--- config.mk ---
export PLATFORM = sky130hd
export DESIGN_NAME = period_meter
export DESIGN_NICKNAME = d
export VERILOG_FILES = /design/src/rtl/period_meter.sv
export SDC_FILE = /design/constraint.sdc
export NUM_CORES = 1
export LEC_CHECK = 0
export CAP_MARGIN = 20
export CORE_ASPECT_RATIO = 1.25
export CORE_UTILIZATION = 31
export DETAILED_ROUTE_END_ITERATION = 12
export PLACE_DENSITY = 0.6
export SLEW_MARGIN = 30
export SYNTH_ARGS = -nofsm -noshare
export SYNTH_HDL_FRONTEND = slang
export SYNTH_SLANG_ARGS = --single-unit
--- constraint.sdc ---
create_clock -name clk -period 3.6 [get_ports clk]
set_input_delay 0.54 -clock clk [delete_from_list [all_inputs] [get_ports clk]]
set_output_delay 0.54 -clock clk [all_outputs]
set_load 0.1 [all_outputs]
--- src/rtl/period_meter.sv ---
// period_meter: measures period and high time of an async input in clk cycles.
// Emits a one-cycle valid per completed period and a timeout on saturation.
module period_meter #(
    parameter int CNT_W       = 16,
    parameter int SYNC_STAGES = 2
) (
    input  logic             clk,
    input  logic             rst,
    input  logic             en,
    input  logic             sig_in,
    output logic [CNT_W-1:0] period,
    output logic [CNT_W-1:0] high_time,
    output logic             valid,
    output logic             timeout,
    output logic             no_sig
);

    typedef enum logic {
        ACQ,
        MEAS
    } state_t;

    localparam logic [CNT_W-1:0] CNT_MAX = '1;
    localparam logic [CNT_W-1:0] CNT_ONE = CNT_W'(1);

    logic [SYNC_STAGES-1:0] sync_q;
    logic                   s;
    logic                   s_d;
    logic                   rise;

    state_t           state;
    state_t           state_nx;
    logic [CNT_W-1:0] cnt;
    logic [CNT_W-1:0] cnt_nx;
    logic [CNT_W-1:0] hcnt;
    logic [CNT_W-1:0] hcnt_nx;
    logic [CNT_W-1:0] period_nx;
    logic [CNT_W-1:0] high_nx;
    logic             valid_nx;
    logic             timeout_nx;

    assign s      = sync_q[SYNC_STAGES-1];
    assign rise   = s & ~s_d;
    assign no_sig = (state == ACQ);

    // Synchronizer chain plus the delayed copy used for rising-edge detect.
    always_ff @(posedge clk) begin
        if (!rst) begin
            sync_q <= '0;
            s_d    <= 1'b0;
        end else begin
            sync_q <= {sync_q[SYNC_STAGES-2:0], sig_in};
            s_d    <= s;
        end
    end

    // State register.
    always_ff @(posedge clk) begin
        if (!rst) begin
            state <= ACQ;
        end else begin
            state <= state_nx;
        end
    end

    // Next state, counters and result/strobe updates; rise beats saturation.
    always_comb begin
        state_nx   = state;
        cnt_nx     = cnt;
        hcnt_nx    = hcnt;
        period_nx  = period;
        high_nx    = high_time;
        valid_nx   = 1'b0;
        timeout_nx = 1'b0;
        unique case (state)
            ACQ: begin
                cnt_nx  = '0;
                hcnt_nx = '0;
                if (rise && en) begin
                    state_nx = MEAS;
                    cnt_nx   = CNT_ONE;
                    hcnt_nx  = CNT_ONE;
                end
            end
            MEAS: begin
                if (!en) begin
                    state_nx = ACQ;
                    cnt_nx   = '0;
                    hcnt_nx  = '0;
                end else if (rise) begin
                    period_nx = cnt;
                    high_nx   = hcnt;
                    valid_nx  = 1'b1;
                    cnt_nx    = CNT_ONE;
                    hcnt_nx   = CNT_ONE;
                end else if (cnt == CNT_MAX) begin
                    timeout_nx = 1'b1;
                    state_nx   = ACQ;
                    cnt_nx     = '0;
                    hcnt_nx    = '0;
                end else begin
                    cnt_nx = cnt + CNT_ONE;
                    if (s) begin
                        hcnt_nx = hcnt + CNT_ONE;
                    end
                end
            end
            default: begin
                state_nx = ACQ;
                cnt_nx   = '0;
                hcnt_nx  = '0;
            end
        endcase
    end

    // Counters, result registers and one-cycle strobes.
    always_ff @(posedge clk) begin
        if (!rst) begin
            cnt       <= '0;
            hcnt      <= '0;
            period    <= '0;
            high_time <= '0;
            valid     <= 1'b0;
            timeout   <= 1'b0;
        end else begin
            cnt       <= cnt_nx;
            hcnt      <= hcnt_nx;
            period    <= period_nx;
            high_time <= high_nx;
            valid     <= valid_nx;
            timeout   <= timeout_nx;
        end
    end

endmodule

# After elaboration in Yosys (flattened, before gate mapping)

Cells that the tools add are included.

Output and inout port bits: 35
Word-level logic and storage cells: 39
Register bits after elaboration: 70
Input bits: 4

Bitwise gates (word level): 5
Multiplexer cells: 17
Equal/unequal tests: 2
Reductions and logical operators: 4
$add $sub $neg: 2

Operators by type and width:

| kind                                                             | count |
|---|---|
| 16-bit 2-to-1 mux                                                | 7 |
| 16-bit one-hot mux with 2 select lines                           | 2 |
| 16-bit by 1-bit adder with 16-bit output (second input constant) | 2 |
| 16-bit equality test (second input constant)                     | 1 |
| 1-bit 2-to-1 mux                                                 | 7 |
| 3-bit AND reduction                                              | 2 |
| 5-bit by 4-bit != test with 1-bit output (second input constant) | 1 |
| 1-bit NOT                                                        | 4 |
| 4-bit OR reduction                                               | 1 |
| 1-bit one-hot mux with 2 select lines                            | 1 |
| 1-bit AND                                                        | 1 |
| 1-bit logical AND                                                | 1 |

# Longest topological paths before layout

Depth in word-level cells: 6
Depth in mapped cells: 7
Depth with buffers taken out: 5

# Least setup slack after synthesis

No wires, ideal clock.

Path kind: flip-flop to flip-flop
Start point: reg cnt[0]
End point: reg state
Period minus slack after synthesis: 1918 ps
Path slack: 1682 ps
Stages on the path, launching flop included: 8
Library setup time: 114 ps
Data arrival time: 1804 ps
Path buffers: 2
Data required time: 3486 ps
Path through: dfxtp_1 -> ha_1 -> nand4_2 -> or4_4 -> buf_6 -> buf_8 -> a21oi_1 -> nor2_1

Word-level cells in the longest chain between the ends: 5

Ends and longest elaborated chain:

| item                                  | line | RTL |
|---|---|---|
| start: declaration                    | 33   | `logic [CNT_W-1:0] cnt;` |
| start signal: assignment              | 126  | `cnt <= cnt_nx;` |
| 16-bit equality test                  | 96   | `end else if (cnt == CNT_MAX) begin` |
| 1-bit 2-to-1 mux                      | 96   |  |
| 1-bit 2-to-1 mux                      | 90   | `end else if (rise) begin` |
| 1-bit 2-to-1 mux                      | 86   | `if (!en) begin` |
| 1-bit one-hot mux with 2 select lines | 75   | `unique case (state)` |
| end signal: assignment                | 62   | `state <= state_nx;` |
| end: declaration                      | 31   | `state_t state;` |

Every way passes these cells.
A chain may end at the register's enable or synchronous reset.

# Worst setup path in the final report

Start point: reg state
End point: out no_sig

Word-level cells in the longest chain between the ends: 1

Ends and longest elaborated chain:

| item             | line | RTL |
|---|---|---|
| 1-bit NOT        | --   |  |
| end: declaration | 15   | `output logic no_sig` |

Every way passes these cells.

==> results by group <==
Routing
  • Routed WL per cell: around 14 um
  • Initial drt markers: 307
  • Final WL: just over 7 mm
  • Vias per cell: roughly 5.1
  • Antenna Violating Nets Remaining: 0
  • Vias: roughly 2600
  • Remaining DRCs: 1
  • DR pass1 iterations: 8

Yosys
  • Gate Count Post-Synth: approximately 350
  • Synth Warn #: 0
  • Register area share after synthesis: 46.0%
  • Post-Syn Area: approximately 3000 um^2
  • Post-synth net total: 360
  • Synth Flop Type: dfxtp_1
  • FF+latch count, synth: 70
  • Synth unique cells: 48
  • Fraction of registers with async set/reset: 0%
  • EDFF count, synth: 0
  • Syn Area/Cell: between 8 and 9 um^2

Worst setup path
  • Crit-path cells: inv_1 -> clkdlybuf4s50_1
  • CP Launch Type: register
  • Critical path class: register to output port
  • CP Max Fanout: 9
  • R2r setup slk: 1.18 ns
  • CP required: between 3 and 4 ns
  • CP max-delay cell: clkdlybuf4s50_1
  • CP delay by family, top: buffers and inverters
  • CP peak stage delay: around 1.1 ns
  • Worst EP arrival: 1.92 ns
  • WP buf/inv: 2
  • Worst setup EP type: output port

Placed design
  • I/O Buffers: 38
  • Placed insts: roughly 500
  • Area of placed instances: between 3000 and 4000 um^2
  • GPL Wtd Cong: 0.877
  • Post-DP HPWL: roughly 4.8 mm

Power
  • LEAKAGE: about 1.2 nW
  • Cell-internal power: roughly 1.4 mW
  • P_sw: about 0.34 mW
  • Switching share of power: around a fifth
  • Clk pwr share: around 54%
  • Power share of the sequential group: 44.5%
  • PwrDens: between 400 and 500 nW/um^2
  • Combinational share of power: 1.7%
  • Worst VDD drop: 0.304 mV

Cells and area
  • Post-route insts no fill: 518
  • Commonest non-fill, non-tap cell in the layout: nand2_1
  • Fillers: approximately 990
  • Final Net Count: 393
  • Area delta synth->final: 25.6%
  • Layout cells sized above 1: about 6.9%
  • Final instance area: between 3000 and 4000 um^2
  • Most frequent cells in the layout: 83 x nand2_1, 70 x dfxtp_1, 38 x clkdlybuf4s50_1
  • Diodes inserted: 0

Worst hold path
  • Worst hold-check path type: register to register

Floorplan
  • Initial Util: 31.7%
  • Core Footprint: approximately 9600 um^2
  • Num rows: 40
  • Die Area: approximately 10000 um^2
  • Die Width: around 91 um
  • I/O pin count: 39
  • Die Y-Extent: approximately 110 um

STA
  • Worst rel slew slack: 34.1%
  • Setup violations, final: 0
  • Final Max Tran Viols: 0
  • Max Clock Skew: around 0.0063 ns
  • Final hold violation count: 0
  • Tcrit/Tclk final: 68.5%
  • Final TNS setup: 0 ns
  • F_max: a little over 400 MHz
  • Least-Margin Pin Slew: 0.986 ns
  • Post-route minimum period: 2.46 ns
  • RSZ-0062 raised after global routing: no

Global route
  • Vias in the first global route: around 2500
  • Aggregate global routing overflow: 0
  • Gr usage total: roughly 15%
  • Initial antenna violation count: 0
  • First-pass GRT wire length: 12.0 mm
  • Largest net degree at the start of global routing: 40

CTS
  • Number of post-CTS setup repair buffers: 0
  • Post_cts resized: 0
  • Worst skew pair latency: between 0.3 and 0.4 ns
  • Longest Clk Path Bufs: 2
  • # H-tree levels: 3
  • CTS sink cnt: 70
  • Inserted Clock Buffers: 9
  • Root Driver: clkbuf_16
  • CTS tree: done
  • Hold-fix buffers at CTS: 0
  • Reg clk slew, reported paths: ~0.05 ns

Run
  • Max Cap Viol: 0

Outcome
  • Violated checks: design-rule violations
  • Status: finished, violations left
-- per-layer routing --
layer	part of all wire (%)	vias up	routed length, um	global-route usage (%)
met5	0	-	0	0
met4	2.3	0	164	7.74
met3	3.7	14	262	4.30
met2	51	47	3630	25.3
met1	43	1257	3020	16.6
li1	-	1305	-	-
-- synthesized netlist by cell type (all sizes together) (2+ instances only) --
| cell | instances | share of area (%) |
|---|---|---|
| a2111oi | 2 | 1.8 |
| a21boi | 34 | 8.4 |
| a21oi | 6 | 0.98 |
| and2 | 6 | 1.3 |
| and3 | 4 | 0.82 |
| buf | 6 | 1.8 |
| clkbuf | 15 | 1.8 |
| dfxtp | 70 | 46 |
| ha | 2 | 0.82 |
| inv | 5 | 0.62 |
| nand2 | 83 | 10 |
| nand3 | 26 | 4.3 |
| nand3b | 2 | 0.49 |
| nand4 | 10 | 2.3 |
| nand4b | 3 | 0.86 |
| nor2 | 18 | 2.2 |
| nor3 | 6 | 1.1 |
| nor4 | 7 | 1.4 |
| o211ai | 5 | 1.2 |
| o21a | 3 | 0.74 |
| o21ai | 4 | 0.66 |
| o31ai | 2 | 0.49 |
| o41ai | 2 | 0.57 |
| or3 | 4 | 0.82 |
| or4 | 2 | 0.62 |
| xnor2 | 10 | 2.9 |
| xor2 | 3 | 0.86 |
-- stage by stage --
stage               hold WS [ns]  setup WS, ns  total power, mW  util [%]
floorplan                  0.412          1.68            0.814         -
global placement           0.434          1.25            0.825      36.6
global route               0.446         0.984             1.81      39.9
detailed placement         0.428          1.15            0.825      36.6
finish                     0.434          1.14             1.75      39.9
CTS                        0.439          1.12             1.77      39.9
-- path summary, 6_finish.rpt --
check             from   endpoint  depth (start not counted)
max              state     no_sig                          2
min          sync_q[0]  sync_q[1]                          1
max reg2reg     cnt[0]    hcnt[5]                          5
min reg2reg  sync_q[0]  sync_q[1]                          1
-- flip-flops by register name, indices dropped and copies added, names as in the netlist --
name	flops
period	16
sync_q	2
valid	1
high_time	16
state	1
hcnt	16
timeout	1
cnt	16
s_d	1
-- power groups by stage --
stage	Combinational, mW	Clock [mW]	Sequential [mW]
floorplan	0.0185	0	0.795
global placement	0.0291	0	0.796
detailed placement	0.0295	0	0.796
CTS	0.0296	0.966	0.779
global route	0.0317	1.00	0.779
finish	0.0291	0.943	0.779
-- kinds of logic after synthesis --
logic type / after synthesis / share of synthesized area (%)
flip-flops: 70 / 46.0
AO/OA/AOI/OAI: 65 / 16.9
XOR/XNOR: 13 / 3.73
AND/OR/NAND/NOR: 178 / 28.3
adder cells (fa/ha/maj): 2 / 0.821
buffers and inverters: 26 / 4.27
-- layout make-up --
type | instances | area, um^2 | share of cell area, %
multi-input cells | 258 | 1520 | 39.6
flip-flops and latches | 70 | 1400 | 36.6
repair buffers | 43 | 418 | 10.9
clock buffers | 12 | 246 | 6.44
well taps | 126 | 158 | 4.12
clock inverters | 4 | 70.1 | 1.83
inverters | 5 | 18.8 | 0.490
(Power assumes the default switching activity.)
